### src/rtl/pc_branch_unit_pkg.sv
// Shared CPU definitions used by the program-counter / branch unit.
//   cond_t      : branch condition selected by the decoder
//   kREL_BRANCH : destination is pc + sign-extended offset
//   kABS_BRANCH : destination is the absolute target
//   flag_t      : registered CMP result {lt, eq, gt}, one-hot after a CMP
//   pc_state_t  : run / halt state of the PC sequencer
package pc_branch_unit_pkg;

  typedef enum logic [1:0] {
    COND_NONE = 2'd0,
    COND_EQ   = 2'd1,
    COND_LT   = 2'd2,
    COND_GT   = 2'd3
  } cond_t;

  localparam logic kREL_BRANCH = 1'b0;
  localparam logic kABS_BRANCH = 1'b1;

  typedef struct packed {
    logic lt;
    logic eq;
    logic gt;
  } flag_t;

  typedef enum logic {
    PC_RUN  = 1'b0,
    PC_HALT = 1'b1
  } pc_state_t;

  // True when the decoder's condition is satisfied by the stored flags.
  // COND_NONE never branches.
  function automatic logic cond_met(input cond_t c, input flag_t f);
    logic met;
    met = 1'b0;
    unique case (c)
      COND_EQ:   met = f.eq;
      COND_LT:   met = f.lt;
      COND_GT:   met = f.gt;
      default:   met = 1'b0;
    endcase
    return met;
  endfunction

endpackage

### src/rtl/pc_branch_unit_ras.sv
// Return-address stack: circular LIFO of DEPTH entries, each W bits wide.
// A push onto a full stack overwrites the oldest entry (the write pointer
// simply wraps), so the most recent DEPTH return addresses survive.
// A pop on an empty stack is ignored; the caller handles underflow.
//   clk, rst_n   : clock, asynchronous active-low reset
//   push_i       : write push_data_i at the top
//   pop_i        : discard the top entry (ignored when push_i is high)
//   push_data_i  : return address to store
//   top_o        : current top entry (valid when !empty_o)
//   count_o      : live entries, 0..DEPTH
//   full_o       : count_o == DEPTH
//   empty_o      : count_o == 0
module ras_stack
  import pc_branch_unit_pkg::*;
#(
  parameter int DEPTH = 4,
  parameter int W     = 10,
  localparam int PTR_W = $clog2(DEPTH),
  localparam int CNT_W = $clog2(DEPTH) + 1
) (
  input  logic             clk,
  input  logic             rst_n,
  input  logic             push_i,
  input  logic             pop_i,
  input  logic [W-1:0]     push_data_i,
  output logic [W-1:0]     top_o,
  output logic [CNT_W-1:0] count_o,
  output logic             full_o,
  output logic             empty_o
);

  localparam logic [PTR_W-1:0] PTR_ONE = PTR_W'(1);
  localparam logic [CNT_W-1:0] CNT_ONE = CNT_W'(1);
  localparam logic [CNT_W-1:0] CNT_MAX = CNT_W'(DEPTH);

  logic [W-1:0]     mem_q [DEPTH];
  logic [PTR_W-1:0] sp_q, sp_d;     // next slot to write; top is sp_q-1
  logic [CNT_W-1:0] cnt_q, cnt_d;

  assign full_o  = (cnt_q == CNT_MAX);
  assign empty_o = (cnt_q == '0);
  assign count_o = cnt_q;
  // DEPTH is a power of two, so the pointer wraps naturally.
  assign top_o   = mem_q[sp_q - PTR_ONE];

  // NOTE: every variable gets a default before any branch so the
  // combinational block can never infer a latch.
  always_comb begin
    sp_d  = sp_q;
    cnt_d = cnt_q;
    if (push_i) begin
      sp_d = sp_q + PTR_ONE;
      if (!full_o) cnt_d = cnt_q + CNT_ONE;
    end else if (pop_i && !empty_o) begin
      sp_d  = sp_q - PTR_ONE;
      cnt_d = cnt_q - CNT_ONE;
    end
  end

  // NOTE: sequential state uses non-blocking assignments only, so every
  // flop samples the pre-edge values regardless of statement order.
  always_ff @(posedge clk or negedge rst_n) begin
    if (!rst_n) begin
      sp_q  <= '0;
      cnt_q <= '0;
    end else begin
      sp_q  <= sp_d;
      cnt_q <= cnt_d;
    end
  end

  // NOTE: the storage array is deliberately left out of reset; entries are
  // only read once count_o says they were written, and an unreset array
  // maps onto plain RAM/register-file cells.
  always_ff @(posedge clk) begin
    if (push_i) mem_q[sp_q] <= push_data_i;
  end

endmodule

### src/rtl/pc_branch_unit.sv
// Program counter and branch unit.
// Owns the PC, the CMP flag register, branch-condition evaluation,
// relative/absolute redirects, a return-address stack for CALL/RET and a
// HALT state. One PC action per enabled cycle, highest priority first:
// halt_req, ret, call, taken branch, sequential step.
//   clk, rst_n       : clock, asynchronous active-low reset
//   en               : advance; 0 freezes all state
//   cmp_valid, cmp_a, cmp_b : CMP instruction loading the flags
//   cond             : branch condition (COND_NONE = no branch)
//   abs_mode         : kABS_BRANCH uses target, kREL_BRANCH uses pc+offset
//   target, offset   : absolute destination / signed displacement
//   call, ret        : subroutine call / return
//   halt_req         : enter HALT (left only through reset)
//   pc               : current program counter
//   flags            : registered {lt, eq, gt}
//   redirect         : 1 for the cycle after a non-sequential PC update
//   halted           : 1 while in HALT
//   ras_count        : live return-stack entries
//   ras_ovf, ras_unf : sticky stack overflow / underflow
module pc_branch_unit
  import pc_branch_unit_pkg::*;
#(
  parameter int PC_W       = 10,
  parameter int OFF_W      = 6,
  parameter int DATA_W     = 8,
  parameter int RAS_DEPTH  = 4,
  parameter int RESET_PC   = 0,
  parameter int SIGNED_CMP = 0
) (
  input  logic                         clk,
  input  logic                         rst_n,
  input  logic                         en,
  input  logic                         cmp_valid,
  input  logic [DATA_W-1:0]            cmp_a,
  input  logic [DATA_W-1:0]            cmp_b,
  input  cond_t                        cond,
  input  logic                         abs_mode,
  input  logic [PC_W-1:0]              target,
  input  logic [OFF_W-1:0]             offset,
  input  logic                         call,
  input  logic                         ret,
  input  logic                         halt_req,
  output logic [PC_W-1:0]              pc,
  output logic [2:0]                   flags,
  output logic                         redirect,
  output logic                         halted,
  output logic [$clog2(RAS_DEPTH):0]   ras_count,
  output logic                         ras_ovf,
  output logic                         ras_unf
);

  localparam logic [PC_W-1:0] PC_ONE   = PC_W'(1);
  localparam logic [PC_W-1:0] PC_RESET = PC_W'(RESET_PC);

  pc_state_t       state_q, state_d;
  logic [PC_W-1:0] pc_q, pc_d;
  flag_t           flags_q, flags_d;
  logic            redirect_q, redirect_d;
  logic            ovf_q, ovf_d;
  logic            unf_q, unf_d;

  logic            ras_push, ras_pop;
  logic [PC_W-1:0] ras_top;
  logic            ras_full, ras_empty;

  // ---------------------------------------------------------------------
  // CMP: one-hot {lt, eq, gt}, signedness fixed at elaboration.
  // ---------------------------------------------------------------------
  logic  cmp_lt, cmp_eq;
  flag_t cmp_flags;

  generate
    if (SIGNED_CMP != 0) begin : g_signed_cmp
      assign cmp_lt = ($signed(cmp_a) < $signed(cmp_b));
    end else begin : g_unsigned_cmp
      assign cmp_lt = (cmp_a < cmp_b);
    end
  endgenerate

  assign cmp_eq       = (cmp_a == cmp_b);
  assign cmp_flags.lt = cmp_lt;
  assign cmp_flags.eq = cmp_eq;
  assign cmp_flags.gt = !cmp_lt && !cmp_eq;

  // ---------------------------------------------------------------------
  // Destination arithmetic, all modulo 2^PC_W.
  // ---------------------------------------------------------------------
  logic [PC_W-1:0] pc_inc, off_sext, branch_dest;

  assign pc_inc      = pc_q + PC_ONE;
  // Size cast of a signed operand sign-extends, and also works when
  // OFF_W == PC_W (no zero-width replication).
  assign off_sext    = PC_W'($signed(offset));
  assign branch_dest = (abs_mode == kABS_BRANCH) ? target : (pc_q + off_sext);

  // ---------------------------------------------------------------------
  // Next-state / action selection.
  // ---------------------------------------------------------------------
  always_comb begin
    state_d    = state_q;
    pc_d       = pc_q;
    flags_d    = flags_q;
    redirect_d = 1'b0;
    ovf_d      = ovf_q;
    unf_d      = unf_q;
    ras_push   = 1'b0;
    ras_pop    = 1'b0;

    if (en && (state_q == PC_RUN)) begin
      // The CMP result lands in parallel with the PC action; the branch
      // below still sees the flags from before this cycle.
      if (cmp_valid) flags_d = cmp_flags;

      if (halt_req) begin
        state_d = PC_HALT;
      end else if (ret) begin
        if (!ras_empty) begin
          ras_pop    = 1'b1;
          pc_d       = ras_top;
          redirect_d = 1'b1;
        end else begin
          pc_d  = pc_inc;
          unf_d = 1'b1;
        end
      end else if (call) begin
        ras_push   = 1'b1;
        pc_d       = branch_dest;
        redirect_d = 1'b1;
        if (ras_full) ovf_d = 1'b1;
      end else if (cond_met(cond, flags_q)) begin
        pc_d       = branch_dest;
        redirect_d = 1'b1;
      end else begin
        pc_d = pc_inc;
      end
    end
  end

  always_ff @(posedge clk or negedge rst_n) begin
    if (!rst_n) begin
      state_q    <= PC_RUN;
      pc_q       <= PC_RESET;
      flags_q    <= '0;
      redirect_q <= 1'b0;
      ovf_q      <= 1'b0;
      unf_q      <= 1'b0;
    end else begin
      state_q    <= state_d;
      pc_q       <= pc_d;
      flags_q    <= flags_d;
      redirect_q <= redirect_d;
      ovf_q      <= ovf_d;
      unf_q      <= unf_d;
    end
  end

  ras_stack #(
    .DEPTH (RAS_DEPTH),
    .W     (PC_W)
  ) u_ras (
    .clk         (clk),
    .rst_n       (rst_n),
    .push_i      (ras_push),
    .pop_i       (ras_pop),
    .push_data_i (pc_inc),
    .top_o       (ras_top),
    .count_o     (ras_count),
    .full_o      (ras_full),
    .empty_o     (ras_empty)
  );

  assign pc       = pc_q;
  assign flags    = flags_q;
  assign redirect = redirect_q;
  assign halted   = (state_q == PC_HALT);
  assign ras_ovf  = ovf_q;
  assign ras_unf  = unf_q;

endmodule

### config.mk
export PLATFORM = sky130hd
export DESIGN_NAME = pc_branch_unit
export DESIGN_NICKNAME = d
export VERILOG_FILES = /design/src/rtl/pc_branch_unit_pkg.sv /design/src/rtl/pc_branch_unit_ras.sv /design/src/rtl/pc_branch_unit.sv
export SDC_FILE = /design/constraint.sdc
export NUM_CORES = 1
export LEC_CHECK = 0
export CORE_ASPECT_RATIO = 0.6
export CORE_MARGIN = 4
export CORE_UTILIZATION = 55
export CTS_BUF_LIST = sky130_fd_sc_hd__clkbuf_4
export DETAILED_ROUTE_END_ITERATION = 8
export PLACE_DENSITY = 0.82
export SYNTH_ARGS = -nofsm -noshare
export SYNTH_HDL_FRONTEND = slang
export SYNTH_SLANG_ARGS = --single-unit
### constraint.sdc
create_clock -name clk -period 3.45 [get_ports clk]
set_clock_uncertainty 0.2 [all_clocks]
set_input_delay 0.5175 -clock clk [delete_from_list [all_inputs] [get_ports clk]]
set_output_delay 0.5175 -clock clk [all_outputs]
set_load 0.02 [all_outputs]
==> metrics.csv <==
metric;value;unit
area share of the largest cell type after synthesis;0.3077;
most common cell in the synthesized netlist;edfxtp_1;
Setup TNS;0;ps
post_cts resized;0;
crit path launch type;flip-flop;
Syn Area/Cell;10.64;µm²
pwr dens;517.6;nW/µm²
initial core utilization;0.5748;
vias per cell;6.224;
Syn Nets;433;
H-tree Lvls;3;
core footprint;6792;µm²
die height;73.26;µm
commonest cells in the netlist;40 x edfxtp_1, 36 x nand2_1, 24 x a21oi_1;
CTS Buffer Depth;2;
fin util;0.6982;
unrepaired setup endpoints after global routing;no;
Mapped Cells;367;
Synth Flop Type;edfxtp_1;
# fillers;535;
CTS tree;done;
Nets;493;
FF+latch count, synth;62;
DRC;0;
GRT Resource Usage Total;0.2376;
first-pass GRT wire length;15.44;mm
Leak;1.834;nW
headroom to the max-slew limit;0.4890;
total grt overflow;0;
post-detail-place hpwl;7.462;mm
grt met1 use;0.3450;
Layout area overhead;21.47;%
top post-synthesis cells by area;edfxtp_1 31%, dfrtp_1 14%, ha_1 7.1%;
Post-synth EDFFs;40;
count of final setup violators;0;
worst skew pair latency;420;ps
Tmin final;2749;ps
CTS Buf Count;9;
clock transition at the registers of the reported paths;110;ps
sequential fraction of the synthesis area;0.4487;
total power;2.455;mW
drt wl/cell;18.60;µm
Post-Route WL;9.651;mm
# rows;23;
final antenna-violating net count;0;
status;finished, final reports clean;
Synth area leader;edfxtp_1;
clk root buf;clkbuf_4;
initial antenna violation count;0;
critical path peak fanout;11;
CP required;3560;ps
met3 Use GR;0.08148;
global placement routability congestion;0.8945;
IO Port Bufs;61;
vias in the first global route;3134;
Synth Cell Area;3904;µm²
met2 Usage GRT;0.3485;
Critical Path Sink Type;flip-flop;
yosys warns;0;
First-pass DRT Iterations;5;
WS Path Type;reg -> reg;
Worst VDD drop;0.4057;mV
Die Width;116.8;µm
via count;3230;
postcts setup bufs;0;
worst hold margin;254.3;ps
crit path DAT;2850;ps
Tightest Pin Transition;760.7;ps
max-cap violations;0;
layout cells sized above 1;0.1065;
post-synth cell types;59;
DR iter-0 viols;349;
Worst Hold Class;in -> async;
# IOs;62;
antenna diode count;0;
Post-Place Cells;503;
Period Utilization, post-route;0.7968;
die area;8554;µm²
worst-case reg-to-reg path depth;7;
fin cells;519;
CTS Sinks;62;
largest net degree at the start of global routing;23;
asr flop ratio synth;0.3548;
final hold vios;0;
GRT busiest layer;met2;
maximum clock rate;363.8;MHz
Hold-fix buffers, CTS;0;
Final Slew Violations;0;
## worst paths after layout
check                              from             to  slack, ps
worst max-delay path              pc[0]          pc[8]        700
worst min-delay path              rst_n          pc[8]        250
min in group clk                ras_ovf        ras_ovf        290
worst max register to register    pc[0]          pc[8]        700
worst min register to register  ras_ovf        ras_ovf        290
max in group asynchronous         rst_n  u_ras.sp_q[0]       2550
## cells in the final DEF (no fill, tap or decap), types with 6 or more instances in the layout
master           synthesis  final
a211oi_1                 6      6
a21oi_1                 24     24
inv_1                   20     20
mux4_2                  10     10
clkdlybuf4s50_1          0     61
clkbuf_4                 0     10
dfrtp_1                 22     22
o21ai_0                 21     21
nand3_1                 15     15
edfxtp_1                40     40
buf_4                    1      7
xnor2_1                  7      7
mux2_2                   6      6
nand2_1                 36     36
nor2_1                  18     18
o211ai_1                 6      6
or3_1                    6      6
ha_1                    22     22
## layer usage
layer	vias to the layer above	share of wire
met3	17	0.092
li1	1517	-
met2	161	0.43
met5	-	0
met1	1535	0.46
met4	0	0.012
## logic make-up (layout without fill, tap and decap cells)
family | after synthesis | count (layout) | synth area share
AND/OR/NAND/NOR | 112 | 112 | 0.1478
AO/OA/AOI/OAI | 98 | 98 | 0.1663
flip-flops | 62 | 62 | 0.4487
buffers and inverters | 39 | 104 | 0.04263
adder cells (fa/ha/maj) | 24 | 24 | 0.08077
multiplexers | 21 | 21 | 0.08910
XOR/XNOR | 11 | 11 | 0.02468
## per-stage QoR
stage,area [µm²],setup slack [ps]
floorplan,3904,909.5
global route,4742,587.7
detailed placement,4589,332.2
finish,4742,701.1
CTS,4742,746.2
global placement,4589,418.5
## critical path, cell delays in order, from the launching register on
cell and delay [ps]:
dfrtp_1 540, ha_1 300, fa_1 430, a211oi_1 340
o21ai_0 190, o2111a_1 190, a211oi_1 350, a21oi_2 100
## area by class of cell
cell class | instances | area [µm²] | share of cell area
multi-input cells | 266 | 1991 | 0.4198
flip-flops and latches | 62 | 1752 | 0.3694
repair buffers | 68 | 663.1 | 0.1398
well taps | 87 | 108.9 | 0.02296
clock inverters | 6 | 77.57 | 0.01636
clock buffers | 10 | 75.07 | 0.01583
inverters | 20 | 75.07 | 0.01583
## power by group
| group | leakage, nW | switching [mW] | internal (mW) |
|---|---|---|---|
| Sequential | 0.637 | 0.0861 | 0.867 |
| Clock | 0.0852 | 0.258 | 0.295 |
| Combinational | 1.11 | 0.508 | 0.440 |
| Total | 1.83 | 0.852 | 1.60 |
## flip-flops by register name, indices dropped and copies added (netlist names), 2 cells and up
signal and count:
u_ras.count_o 3, u_ras.sp_q 2, pc 10, u_ras.mem_q 40, flags 3
No activity file was read; power rests on OpenSTA's default activity.
